`config.mk`:
```
export PLATFORM = sky130hd
export DESIGN_NAME = hazard_sequencer_flat
export DESIGN_NICKNAME = d
export VERILOG_FILES = /design/src/rtl/hazard_sequencer_if.sv /design/src/rtl/hazard_sequencer.sv /design/src/flat_wrapper.sv
export SDC_FILE = /design/constraint.sdc
export NUM_CORES = 1
export LEC_CHECK = 0
export ABC_CLOCK_PERIOD_IN_PS = 2020
export BUFFER_PORTS_ARGS = -buffer_cell sky130_fd_sc_hd__buf_2
export CELL_PAD_IN_SITES_DETAIL_PLACEMENT = 1
export CELL_PAD_IN_SITES_GLOBAL_PLACEMENT = 1
export CORE_MARGIN = 3
export CORE_UTILIZATION = 33
export DETAILED_ROUTE_END_ITERATION = 10
export GPL_TIMING_DRIVEN = 1
export PLACE_DENSITY = 0.87
export SKIP_LAST_GASP = 1
export SYNTH_ARGS = -nofsm -noshare
export SYNTH_HDL_FRONTEND = slang
export SYNTH_SLANG_ARGS = --single-unit
```
`constraint.sdc`:
```
create_clock -name clk -period 2.02 [get_ports clk]
set_input_delay 0 -clock clk [delete_from_list [all_inputs] [get_ports clk]]
set_output_delay 0 -clock clk [all_outputs]
set_load 0.01 [all_outputs]
```
`src/rtl/hazard_sequencer_if.sv`:
```
// IF/ID sequencing bus: fetch data, ID-stage fields, EX hazard info and the
// stall/flush controls returned to the pipeline.
interface hazard_sequencer_if;
    logic [31:0] imem_data;
    logic [5:0]  id_opcode;
    logic [5:0]  id_funct;
    logic [4:0]  id_rs;
    logic [4:0]  id_rt;
    logic        ex_mem_read;
    logic [4:0]  ex_rt;
    logic        ex_branch_taken;
    logic        pc_en;
    logic [31:0] ifid_instr;
    logic        ifid_valid;
    logic        idex_bubble;
    logic        md_busy;

    modport master (
        output imem_data, id_opcode, id_funct, id_rs, id_rt,
               ex_mem_read, ex_rt, ex_branch_taken,
        input  pc_en, ifid_instr, ifid_valid, idex_bubble, md_busy
    );

    modport slave (
        input  imem_data, id_opcode, id_funct, id_rs, id_rt,
               ex_mem_read, ex_rt, ex_branch_taken,
        output pc_en, ifid_instr, ifid_valid, idex_bubble, md_busy
    );
endinterface

```
`src/rtl/hazard_sequencer.sv`:
```
// IF/ID sequencing controller: owns the IF/ID register and resolves branch
// flushes, load-use stalls, MULT/DIV occupancy stalls and jump kills.
module hazard_sequencer #(
    parameter int MD_LAT = 4
) (
    input  logic              clk,
    input  logic              reset,
    hazard_sequencer_if.slave bus
);
    localparam int CW = $clog2(MD_LAT + 1);

    typedef enum logic {RUN, MD_BUSY} state_t;

    state_t        state, state_nxt;
    logic [CW-1:0] md_cnt, md_cnt_nxt;
    logic [31:0]   instr_q, instr_nxt;
    logic          valid_q, valid_nxt;

    logic is_special, jump, md_op, hilo_use, load_use, md_stall, issue;
    logic pc_en, bubble;

    always_comb begin
        is_special = (bus.id_opcode == 6'h00);
        jump       = valid_q & ((bus.id_opcode == 6'h02) | (bus.id_opcode == 6'h03) |
                                (is_special & (bus.id_funct == 6'h08)));
        md_op      = valid_q & is_special & (bus.id_funct[5:2] == 4'b0110);
        hilo_use   = md_op | (valid_q & is_special &
                              ((bus.id_funct == 6'h10) | (bus.id_funct == 6'h12)));
        load_use   = valid_q & bus.ex_mem_read & (bus.ex_rt != 5'd0) &
                     ((bus.ex_rt == bus.id_rs) | (bus.ex_rt == bus.id_rt));
        md_stall   = (state == MD_BUSY) & hilo_use;
    end

    // Priority: taken branch > load-use > MD stall > jump > normal advance.
    always_comb begin
        pc_en     = 1'b1;
        bubble    = 1'b0;
        instr_nxt = bus.imem_data;
        valid_nxt = 1'b1;
        if (bus.ex_branch_taken) begin
            bubble    = 1'b1;
            instr_nxt = 32'd0;
            valid_nxt = 1'b0;
        end else if (load_use || md_stall) begin
            pc_en     = 1'b0;
            bubble    = 1'b1;
            instr_nxt = instr_q;
            valid_nxt = valid_q;
        end else if (jump) begin
            instr_nxt = 32'd0;
            valid_nxt = 1'b0;
        end
    end

    // An MD op issues only when it leaves ID, i.e. not flushed or stalled.
    assign issue = ~bus.ex_branch_taken & ~load_use & ~md_stall;

    always_comb begin
        state_nxt  = state;
        md_cnt_nxt = md_cnt;
        case (state)
            RUN: begin
                if (md_op && issue) begin
                    state_nxt  = MD_BUSY;
                    md_cnt_nxt = CW'(MD_LAT);
                end
            end
            MD_BUSY: begin
                if (md_cnt == CW'(1)) begin
                    state_nxt  = RUN;
                    md_cnt_nxt = '0;
                end else begin
                    md_cnt_nxt = md_cnt - CW'(1);
                end
            end
            default: begin
                state_nxt  = RUN;
                md_cnt_nxt = '0;
            end
        endcase
    end

    always_ff @(posedge clk or negedge reset) begin
        if (!reset) begin
            state   <= RUN;
            md_cnt  <= '0;
            instr_q <= 32'd0;
            valid_q <= 1'b0;
        end else begin
            state   <= state_nxt;
            md_cnt  <= md_cnt_nxt;
            instr_q <= instr_nxt;
            valid_q <= valid_nxt;
        end
    end

    assign bus.pc_en       = pc_en;
    assign bus.idex_bubble = bubble;
    assign bus.ifid_instr  = instr_q;
    assign bus.ifid_valid  = valid_q;
    assign bus.md_busy     = (state == MD_BUSY);
endmodule

```
`src/flat_wrapper.sv`:
```
// flat-port wrapper written by rule: the top's interface ports become plain ports
module hazard_sequencer_flat 
#(
    parameter int MD_LAT = 4
)
  (clk, reset, bus_imem_data, bus_id_opcode, bus_id_funct, bus_id_rs, bus_id_rt, bus_ex_mem_read, bus_ex_rt, bus_ex_branch_taken, bus_pc_en, bus_ifid_instr, bus_ifid_valid, bus_idex_bubble, bus_md_busy);
  hazard_sequencer_if bus_i ();
  input  logic clk;
  input  logic reset;
  input wire logic [$bits(bus_i.imem_data)-1:0] bus_imem_data;
  input wire logic [$bits(bus_i.id_opcode)-1:0] bus_id_opcode;
  input wire logic [$bits(bus_i.id_funct)-1:0] bus_id_funct;
  input wire logic [$bits(bus_i.id_rs)-1:0] bus_id_rs;
  input wire logic [$bits(bus_i.id_rt)-1:0] bus_id_rt;
  input wire logic [$bits(bus_i.ex_mem_read)-1:0] bus_ex_mem_read;
  input wire logic [$bits(bus_i.ex_rt)-1:0] bus_ex_rt;
  input wire logic [$bits(bus_i.ex_branch_taken)-1:0] bus_ex_branch_taken;
  output wire logic [$bits(bus_i.pc_en)-1:0] bus_pc_en;
  output wire logic [$bits(bus_i.ifid_instr)-1:0] bus_ifid_instr;
  output wire logic [$bits(bus_i.ifid_valid)-1:0] bus_ifid_valid;
  output wire logic [$bits(bus_i.idex_bubble)-1:0] bus_idex_bubble;
  output wire logic [$bits(bus_i.md_busy)-1:0] bus_md_busy;
  assign bus_i.imem_data = bus_imem_data;
  assign bus_i.id_opcode = bus_id_opcode;
  assign bus_i.id_funct = bus_id_funct;
  assign bus_i.id_rs = bus_id_rs;
  assign bus_i.id_rt = bus_id_rt;
  assign bus_i.ex_mem_read = bus_ex_mem_read;
  assign bus_i.ex_rt = bus_ex_rt;
  assign bus_i.ex_branch_taken = bus_ex_branch_taken;
  assign bus_pc_en = bus_i.pc_en;
  assign bus_ifid_instr = bus_i.ifid_instr;
  assign bus_ifid_valid = bus_i.ifid_valid;
  assign bus_idex_bubble = bus_i.idex_bubble;
  assign bus_md_busy = bus_i.md_busy;
  hazard_sequencer #(.MD_LAT(MD_LAT)) u_core (.clk(clk), .reset(reset), .bus(bus_i));
endmodule
```
Yosys cells after proc, flatten, opt, wreduce, memory -nomap -nowiden
Cells that the tools add are included.
- flip-flop bits (word level): 37
- word-level logic and storage cells: 56
- add/subtract/negate cells: 1
- equality and inequality tests: 11
- muxes and demuxes: 16
- bitwise gates (word level): 20
- reduce and logical (&&, ||, !) cells: 4
- operator list (kind ; count):
    32-bit two-way mux ; 3
    6-bit by 2-bit equality test with 1-bit output (second input constant) ; 2
    6-bit by 5-bit equality test with 1-bit output (second input constant) ; 2
    1-bit AND ; 11
    5-bit equality test ; 2
    1-bit two-way mux ; 9
    6-bit by 4-bit equality test with 1-bit output (second input constant) ; 1
    6-bit logical NOT ; 1
    3-bit two-way mux ; 2
    3-bit one-hot mux with 2 select lines ; 1
    1-bit OR ; 5
    5-bit nonzero test ; 1
    4-bit by 3-bit equality test with 1-bit output (second input constant) ; 1
    1-bit NOT ; 4
    3-bit by 1-bit equality test with 1-bit output (second input constant) ; 1
    3-bit by 1-bit subtractor with 3-bit output (second input constant) ; 1
    2-bit by 1-bit inequality test with 1-bit output (second input constant) ; 1
    2-bit inequality test (second input constant) ; 1
    1-bit one-hot mux with 2 select lines ; 1
    1-bit logical AND ; 1
    1-bit logical OR ; 1

Depth between registers and ports, before layout
Gate-level depths: netlist of the first run.
- depth in word-level cells: 10
- depth in mapped cells: 7

Worst setup path before layout of the first run
Ideal clock, no wire load.
- path kind: reg2reg
- start: reg u_core.state, in the netlist u_core.bus.md_busy
- end: reg u_core.instr_q[10], in the netlist u_core.bus.ifid_instr[10]
- library setup time: 0.123 ns
- arrival time: 1.443 ns
- required time: 1.897 ns
- path slack: 0.454 ns
- cell stages (with the launch flop): 8
- clock period less this slack: 1.566 ns
- cells stage by stage: dfrtp_1 -> clkbuf_1 -> o21ai_0 -> nor4_1 -> a22oi_2 -> buf_6 -> buf_12 -> mux2i_1
- longest elaborated chain between the ends: 3
- RTL lines (what ; line ; source):
    from (decl) ; hazard_sequencer.sv:14 ; state_t state, state_nxt;
    from (signal assigned) ; hazard_sequencer.sv:90 ; state <= state_nxt;
    1-bit AND ; hazard_sequencer.sv:31 ; md_stall = (state == MD_BUSY) & hilo_use;
    1-bit logical OR ; hazard_sequencer.sv:44 ; end else if (load_use || md_stall) begin
    2-bit inequality test (no source line) ; n/a ;
    to (signal assigned) ; hazard_sequencer.sv:92 ; instr_q <= instr_nxt;
    to (decl) ; hazard_sequencer.sv:16 ; logic [31:0] instr_q, instr_nxt;
No other way between the ends.
A chain may end at the register's enable or synchronous reset.

Worst setup path after layout of the first run
- start: reg u_core.valid_q, in the netlist u_core.bus.ifid_valid
- end: out bus_pc_en
- longest elaborated chain between the ends: 7
- elaborated cells on any way between the ends: 11
- RTL lines (what ; line ; source):
    from (decl) ; hazard_sequencer.sv:17 ; logic valid_q, valid_nxt;
    from (signal assigned) ; hazard_sequencer.sv:93 ; valid_q <= valid_nxt;
    1-bit AND ; hazard_sequencer.sv:26, hazard_sequencer.sv:27 ;
    1-bit AND (on tied branches) ; hazard_sequencer.sv:26, hazard_sequencer.sv:27 ;
    1-bit OR ; hazard_sequencer.sv:27 ; hilo_use = md_op | (valid_q & is_special &
    1-bit AND ; hazard_sequencer.sv:31 ;
    1-bit logical OR (*) ; hazard_sequencer.sv:44 ;
    1-bit two-way mux (*) ; hazard_sequencer.sv:44 ;
    1-bit two-way mux (*) ; hazard_sequencer.sv:40 ; if (bus.ex_branch_taken) begin
    to (decl) ; flat_wrapper.sv:18 ; output wire logic [$bits(bus_i.pc_en)-1:0] bus_pc_en;
Every way passes the cells marked *; elsewhere a longest branch is shown, timed or not.

==> flow_summary.yaml, run 1 <==
logic_synthesis:
  ys_seq_area_share_pct: 45.91
  synth-async-reset-ratio_pct: 100.0
  syn_area_sq_um: 2017
  synth_area_leaders: "dfrtp_1 46%, mux2i_1 16%, nand2b_1 10%, nand2_1 6.7%, xnor2_1 4.3%"
  synth_warnings: 0
  synth_edf_count: 0
  yosys_most_used_dff: "dfrtp_1"
  synth_top_area_share_pct: 45.91
  ys_types: 29
  synth_fp_nets: 260
  synth_seq_cells: 37
  avgSynthCellArea_sq_um: 10.34
  postSynthCellCount: 195
  synth_largest_area_cell: "dfrtp_1"
clocking:
  cts_tree: "done"
  clock_sinks: 37
  clk_latency_ns: 0.29
  cts_buffers: 5
  clk_pin_slew_worst_paths_ns: 0.07
  clockRootBuffer: "clkbuf_8"
  clockBufferDepth: 2
  cts_resized: 0
  htreeDepth: 2
min_path:
  hold_class: "input port to flop"
placement:
  gp_congestion: 0.7319
  dp_hpwl_microns: 4030
  port_buffers: 98
  post-place-ws_ns: 0.2986
worst_setup_path:
  worst_setup_path_start_kind: "flop"
  crit_type: "flop to primary output"
  crit_path_top_delay_cell: "dfrtp_1"
  cp.required_ns: 2.02
  cp.arrival_ns: 1.86
  slowest_delay_ns: 0.41
  worst-path-buf-inv: 2
  worst_setup_path_end_kind: "primary output"
  crit_fanout: 35
  crit_family: "simple AND/OR/NAND/NOR gates"
  path_cells: "and2_1 > and3_1 > a22oi_2 > buf_12 > or2_2 > buf_2"
route:
  ant_nets: 0
  vias: 1852
  drt_first_iter_violations: 40
  avgViaCountPerCell: 4.677
  drc: 0
  routedWlPerCell_microns: 14.99
  first_pass_iters: 3
  routed_wl_microns: 5938
timing:
  slew_violations: 0
  finClkSkew_ns: 0.006449
  fmax_ghz: 0.5376
  tightestPinTransition_ns: 0.8431
  tns_ns: 0
  post-route-period-util_pct: 92.09
  hold_viol_final: 0
  relSlewSlack_pct: 43.80
  postLayoutSetupSlackWorst_ns: 0.1599
  rsz0062_at_grt: "no"
  setup_viol: 0
  fin_crit_ns: 1.860
floorplanning:
  rows: 27
  core_sq_um: 5709
  die_w_microns: 84.18
  io_pins: 99
  fp.dieH_microns: 84.18
  dieArea_sq_um: 7086
  start_util_pct: 35.33
run:
  cap_violations: 0
grt:
  antenna_found_initial: 0
  busiest_layer: "met2"
  grt_pass1_wl_microns: 10220
  met2_usage_pct: 32.71
  grt_max_degree: 38
  grt-ovfl-total: 0
  grt_pass1_vias: 2132
  gr-usage-met1_pct: 20.49
  grtUsageTotal_pct: 17.56
  grt_use_met3_pct: 3.729
finish:
  mostFrequentLayoutCell: "buf_2"
  antenna_cells: 0
  area_delta_synth_final_pct: 46.46
  final_cell_mix: "98 x buf_2, 37 x dfrtp_1, 36 x nand2_1"
  nNetsFinal: 389
  drive_gt1_share_pct: 34.57
pwr:
  seq_power_share_pct: 47.3
  switchingPower_mw: 0.4783
  power.leakage_nw: 1.648
  p_int_mw: 1.263
  vdd_ir_drop_max_v: 0.0003771
  powerDensity_nw_per_um2: 589.5
  combPwrFrac_pct: 21.7
  netSwitchingFraction_pct: 27.46
  clockPowerShare_pct: 30.9
status:
  status: "completed"
==> logic make-up after synthesis <==
logic type / count (synthesis) / share of synthesized area [%]
buffers and inverters: 17 / 6.018
xor gates and xnor gates: 10 / 4.342
muxes: 33 / 16.38
and+or+nand+nor: 82 / 20.72
adders and majority gates: 2 / 1.240
AOI/OAI and AO/OA: 14 / 5.397
DFF: 37 / 45.91
==> per-stage QoR <==
step / hold WS [ns] / utilization (%) / total power, mW / cells / cell area (sq um)
after CTS: 0.02943 / 51.74 / 1.758 / 396 / 2954
after global routing: 0.05529 / 51.74 / 1.849 / 396 / 2954
after detailed placement: 0.1570 / 44.38 / 1.169 / 356 / 2534
after floorplan: -0.2956 / - / 1.010 / 195 / 2017
after global placement: 0.1564 / 44.38 / 1.153 / 356 / 2534
final: 0.03780 / 51.74 / 1.742 / 396 / 2954
==> tightest hold or removal path, stage by stage <==
cell and delay, ns:
buf_2 0.07, inv_1 0.05, o41ai_2 0.07, a31oi_1 0.08
==> sequential cells by signal (all words and copies together) (netlist names) <==
| register | count |
|---|---|
| u_core.bus.ifid_instr | 32 |
| u_core.bus.md_busy | 1 |
| u_core.bus.ifid_valid | 1 |
| u_core.md_cnt | 3 |
==> power by group through the flow <==
stage	clock network (mW)	registers, mW	logic, mW
after global routing	0.589	0.834	0.426
after detailed placement	0	0.838	0.331
after CTS	0.550	0.825	0.384
after global placement	0	0.837	0.316
after floorplan	0	0.854	0.156
final	0.538	0.825	0.379
==> timing repair <==
action,in CTS,in global routing
hold endpoints to repair,69,0
endpoints found under the setup margin,0,0
hold buffers,33,0
buffers inserted,0,0
==> Yosys cell counts, types with 2 or more instances <==
master,number
nor4_1,2
o21ai_0,2
inv_1,5
nand3_1,2
buf_12,3
nand2_1,36
xnor2_1,10
o31ai_1,2
ha_1,2
and2_1,2
a21oi_1,3
o31a_1,2
mux2i_1,33
nor2_1,2
dfrtp_1,37
clkbuf_1,7
nand2b_1,33
==> final timing paths <==
check                                      start                        end  slack, ns  cells past startpoint
setup / recovery           u_core.bus.ifid_valid                  bus_pc_en       0.16                      6
hold / removal                  bus_id_opcode[1]      u_core.bus.ifid_valid       0.04                      4
setup reg to reg           u_core.bus.ifid_valid   u_core.bus.ifid_instr[1]       0.40                      5
hold reg to reg                 u_core.md_cnt[2]           u_core.md_cnt[2]       0.53                      2
max in group asynchronous                  reset  u_core.bus.ifid_instr[30]       1.13                      2
min in group asynchronous                  reset           u_core.md_cnt[0]       0.35                      2
==> layout make-up <==
cell class / instances / area (sq um)
Timing Repair Buffer: 134 / 855.8
Fill cell: 679 / 2755
Sequential cell: 37 / 925.9
Clock inverter: 1 / 7.507
Clock buffer: 6 / 82.58
Tap cell: 72 / 90.09
Inverter: 5 / 18.77
Multi-Input combinational cell: 141 / 973.4
==> layer usage <==
metal	vias up	share of wire [%]
met2	50	54
met3	6	4.4
met1	893	41
met4	0	0.93
li1	903	-
met5	-	0
(Power assumes the default switching activity.)
==> run 2: changes to the inputs <==
--- a/config.mk
+++ b/config.mk
@@ -9,6 +9,7 @@
 export BUFFER_PORTS_ARGS = -buffer_cell sky130_fd_sc_hd__buf_2
 export CELL_PAD_IN_SITES_DETAIL_PLACEMENT = 1
 export CELL_PAD_IN_SITES_GLOBAL_PLACEMENT = 1
+export CORE_ASPECT_RATIO = 1.75
 export CORE_MARGIN = 3
 export CORE_UTILIZATION = 33
 export DETAILED_ROUTE_END_ITERATION = 10
==> flow_summary.yaml, run 2 (synthesized netlist as in run 1, its figures left out) <==
pwr:
  switchingPower_mw: 0.4641
  p_int_mw: 1.304
  combPwrFrac_pct: 21.9
  power.leakage_nw: 1.668
  clockPowerShare_pct: 31.3
  powerDensity_nw_per_um2: 591.7
  totalPowerFinal_mw: 1.768
  vdd_ir_drop_max_v: 0.0003628
  seq_power_share_pct: 46.7
  netSwitchingFraction_pct: 26.25
grt:
  grt_max_degree: 38
  grtUsageTotal_pct: 18.60
  grt-ovfl-total: 0
  grt_pass1_vias: 2118
  grt_pass1_wl_microns: 10100
  antenna_found_initial: 0
route:
  vias: 1907
  first_pass_iters: 4
  drt_first_iter_violations: 53
  avgViaCountPerCell: 4.709
  routed_wl_microns: 6301
  ant_nets: 0
  routedWlPerCell_microns: 15.56
  drc: 0
worst_setup_path:
  r2r_setup_slack_ns: 0.40
  r2r-start: "u_core.bus.ifid_valid"
  worst_setup_path_end_kind: "primary output"
  reg2reg_to: "u_core.bus.ifid_instr[2]"
  worst_setup_path_start_kind: "flop"
  cp.arrival_ns: 1.84
  ff2ff_path_depth: 5
  crit_fanout: 28
  cp.required_ns: 2.02
  crit_type: "flop to primary output"
floorplanning:
  die_w_microns: 65.10
  start_util_pct: 34.31
  rows: 37
  fp.dieH_microns: 109.4
  core_sq_um: 5879
  dieArea_sq_um: 7123
  io_pins: 99
status:
  status: "completed"
finish:
  area_delta_synth_final_pct: 48.14
  nNetsFinal: 391
  mostFrequentLayoutCell: "buf_2"
  antenna_cells: 0
  fin_area_sq_um: 2988
  largest_reg_flops: 32
  final_cell_mix: "98 x buf_2, 37 x dfrtp_1, 36 x nand2_1"
  drive_gt1_share_pct: 35.17
  layout.cells.non_filler: 405
timing:
  tightestPinTransition_ns: 0.8505
  slew_violations: 0
  fmax_ghz: 0.5422
  post-route-period-util_pct: 91.30
  tns_ns: 0
  postLayoutSetupSlackWorst_ns: 0.1758
  fin_crit_ns: 1.844
  setup_viol: 0
  rsz0062_at_grt: "no"
  finClkSkew_ns: 0.005860
  relSlewSlack_pct: 43.30
  hold_viol_final: 0
placement:
  port_buffers: 98
  placed_area_sq_um: 2556
  post-place-ws_ns: 0.3201
  gp_congestion: 0.7817
  dp.cells: 364
  dp_hpwl_microns: 4310
clocking:
  clk_latency_ns: 0.28
  cts_buffers: 5
  cts_resized: 0
  clk_pin_slew_worst_paths_ns: 0.06
  clockRootBuffer: "clkbuf_8"
  clockBufferDepth: 2
  cts_tree: "done"
  clock_sinks: 37
  htreeDepth: 2
  cts_setup_buffers: 0
run:
  cap_violations: 0
min_path:
  holdPathEnd: "u_core.bus.ifid_valid"
  worst_hold_startpoint: "bus_id_opcode[1]"
  min_path_cells: 4
  hold_class: "input port to flop"
[run 2: area by class of cell]
class                      instances  area, sq um
inverter                           5        18.77
multi-input combinational        141        973.4
tap                               78        97.59
timing repair buffer             136        870.8
clock inverter                     1        5.005
fill                             693         2892
sequential                        37        925.9
clock buffer                       7        96.34
[run 2: critical path, stage by stage (launching register included)]
cell	delay (ns)
dfrtp_1	0.34
o21ai_0	0.08
nor4_1	0.36
a22oi_2	0.15
buf_12	0.21
or2_2	0.28
buf_2	0.14
[run 2: metal layers]
metal	share of wire (%)	GRT usage [%]	vias to the layer above
met1	35	18.52	920
met4	2.5	7.864	0
met2	58	37.00	67
met3	4.1	2.863	11
li1	-	-	909
met5	0	0	-
[run 2: what timing repair did]
action / CTS / global route
hold buffers: 33 / 0
endpoints found under the setup margin: 0 / 0
endpoints found under the hold margin: 69 / 0
[run 2: through the flow]
stage / utilization, % / hold WS (ns)
final: 50.82 / 0.07176
after detailed placement: 43.48 / 0.1570
after CTS: 50.82 / 0.06723
after floorplan: - / -0.2956
after global routing: 50.82 / 0.08256
after global placement: 43.48 / 0.1501
[run 2: power by group through the flow]
| stage | registers, mW | logic (mW) | clock network, mW |
|---|---|---|---|
| finish | 0.826 | 0.388 | 0.554 |
| global route | 0.833 | 0.429 | 0.607 |
| CTS | 0.826 | 0.387 | 0.580 |
| detailed placement | 0.840 | 0.336 | 0 |
| global placement | 0.837 | 0.320 | 0 |
| floorplan | 0.854 | 0.156 | 0 |
[run 2: worst max path at each step]
stage | depth (start not counted) | endpoint | from | slack (ns)
after floorplan | 7 | u_core.bus.ifid_instr[10] | u_core.bus.md_busy | 0.45
after global placement | 7 | u_core.bus.ifid_instr[17] | bus_id_opcode[0] | 0.37
after detailed placement | 7 | u_core.bus.ifid_instr[31] | bus_id_opcode[0] | 0.32
after CTS | 6 | bus_pc_en | u_core.bus.md_busy | 0.15
after global routing | 6 | bus_pc_en | u_core.bus.md_busy | 0.06
final | 6 | bus_pc_en | u_core.bus.md_busy | 0.18
==> run 3: changes to the inputs <==
--- a/config.mk
+++ b/config.mk
@@ -5,7 +5,7 @@
 export SDC_FILE = /design/constraint.sdc
 export NUM_CORES = 1
 export LEC_CHECK = 0
-export ABC_CLOCK_PERIOD_IN_PS = 2020
+export ABC_CLOCK_PERIOD_IN_PS = 1800
 export BUFFER_PORTS_ARGS = -buffer_cell sky130_fd_sc_hd__buf_2
 export CELL_PAD_IN_SITES_DETAIL_PLACEMENT = 1
 export CELL_PAD_IN_SITES_GLOBAL_PLACEMENT = 1
==> constraint.sdc (replaced) <==
create_clock -name clk -period 1.8 [get_ports clk]
set_input_delay 0 -clock clk [delete_from_list [all_inputs] [get_ports clk]]
set_output_delay 0 -clock clk [all_outputs]
set_load 0.01 [all_outputs]
==> flow_summary.yaml, run 3 (synthesized netlist as in run 1, its figures left out) <==
worst_setup_path:
  worst_setup_path_end_kind: "primary output"
  crit_type: "flop to primary output"
  cp.arrival_ns: 1.71
  cp.required_ns: 1.80
  worst_setup_path_start_kind: "flop"
  crit_fanout: 3
  r2r_setup_slack_ns: 0.19
floorplanning:
  fp.dieH_microns: 109.4
  start_util_pct: 34.31
  io_pins: 99
  die_w_microns: 65.10
  dieArea_sq_um: 7123
  rows: 37
  core_sq_um: 5879
route:
  avgViaCountPerCell: 4.682
  ant_nets: 0
  vias: 1915
  first_pass_iters: 4
  routedWlPerCell_microns: 15.40
  drc: 0
  drt_first_iter_violations: 55
  routed_wl_microns: 6300
timing:
  setup_viol: 0
  fin_crit_ns: 1.714
  postLayoutSetupSlackWorst_ns: 0.08553
  fmax_ghz: 0.5833
  hold_viol_final: 0
  tightestPinTransition_ns: 0.8429
  relSlewSlack_pct: 43.81
  slew_violations: 0
  fin_hold_ws_ns: 0.03447
  rsz0062_at_grt: "no"
  finClkSkew_ns: 0.008789
  tns_ns: 0
  post-route-period-util_pct: 95.25
finish:
  antenna_cells: 0
  largest_reg_flops: 32
  mostFrequentLayoutCell: "buf_2"
  final_util_pct: 51.84
  area_delta_synth_final_pct: 51.12
  drive_gt1_share_pct: 35.65
  nNetsFinal: 395
  seq_area_sq_um: 925.9
  layout.cells.non_filler: 409
  fillers: 704
  multi_input_area_sq_um: 982.2
  final_cell_mix: "98 x buf_2, 37 x dfrtp_1, 36 x nand2_1"
pwr:
  netSwitchingFraction_pct: 26.92
  power.leakage_nw: 1.693
  combPwrFrac_pct: 23.0
  switchingPower_mw: 0.5153
  p_int_mw: 1.399
  powerDensity_nw_per_um2: 628.1
  seq_power_share_pct: 48.4
  clockPowerShare_pct: 28.6
  vdd_ir_drop_max_v: 0.0004419
run:
  cap_violations: 0
grt:
  grtUsageTotal_pct: 17.82
  antenna_found_initial: 0
  grt_pass1_vias: 2073
  grt_max_degree: 38
  grt_pass1_wl_microns: 9825
  grt-ovfl-total: 0
clocking:
  cts_buffers: 5
  clk_latency_ns: 0.28
  clk_pin_slew_worst_paths_ns: 0.07
  clockRootBuffer: "clkbuf_8"
  clock_sinks: 37
  cts_tree: "done"
  clockBufferDepth: 2
  htreeDepth: 2
status:
  status: "completed"
min_path:
  hold_class: "input port to flop"
placement:
  port_buffers: 98
  post-place-ws_ns: 0.1024
  gp_congestion: 0.7279
  dp.cells: 363
  dp_hpwl_microns: 4201
-- run 3: worst paths after layout --
kind | from | end | cells after the start
max | u_core.bus.md_busy | bus_pc_en | 6
min | bus_id_opcode[1] | u_core.bus.ifid_valid | 4
max reg2reg | u_core.bus.ifid_valid | u_core.bus.ifid_instr[2] | 6
min reg2reg | u_core.md_cnt[2] | u_core.md_cnt[2] | 2
max in group asynchronous | reset | u_core.bus.ifid_instr[17] | 2
min in group asynchronous | reset | u_core.bus.ifid_valid | 2
-- run 3: layer usage --
layer	vias up	global-route usage [%]	wire length, microns
met5	-	0	0
met1	924	18.11	2259
met4	0	6.973	140
met3	10	2.863	289
met2	65	35.24	3610
li1	916	-	-
-- run 3: critical path, cell delays in order, from the launching register on --
cell	delay (ns)
dfrtp_1	0.35
o21ai_1	0.08
nor4_2	0.31
a22oi_2	0.15
buf_12	0.15
or2_2	0.26
buf_2	0.14
-- run 3: layout make-up --
class / count / share of cell area [%]
flip-flops and latches: 37 / 30.38
multi-input cells: 141 / 32.22
well taps: 78 / 3.202
clock buffers: 8 / 2.627
repair buffers: 140 / 30.95
inverters: 5 / 0.6158
-- run 3: through the flow --
step                total power, mW  area [sq um]
finish                        1.914          3048
global route                  2.035          3048
CTS                           1.941          2998
detailed placement            1.325          2574
global placement              1.304          2574
floorplan                     1.134          2017
-- run 3: power groups by stage --
stage          Sequential, mW  Combinational, mW  Clock (mW)
2_1_floorplan           0.958              0.175           0
3_3_place_gp            0.939              0.365           0
5_1_grt                 0.934              0.489       0.612
4_1_cts                 0.927              0.439       0.575
3_5_place_dp            0.943              0.382           0
6_report                0.926              0.441       0.547
-- run 3: repair_timing --
action,4_1_cts,5_1_grt
hold buffers,33,0
setup endpoints to repair,1,2
pin swaps,1,2
resized for setup,1,2
endpoints found under the hold margin,69,0
gates cloned,0,1
buffers inserted,1,3
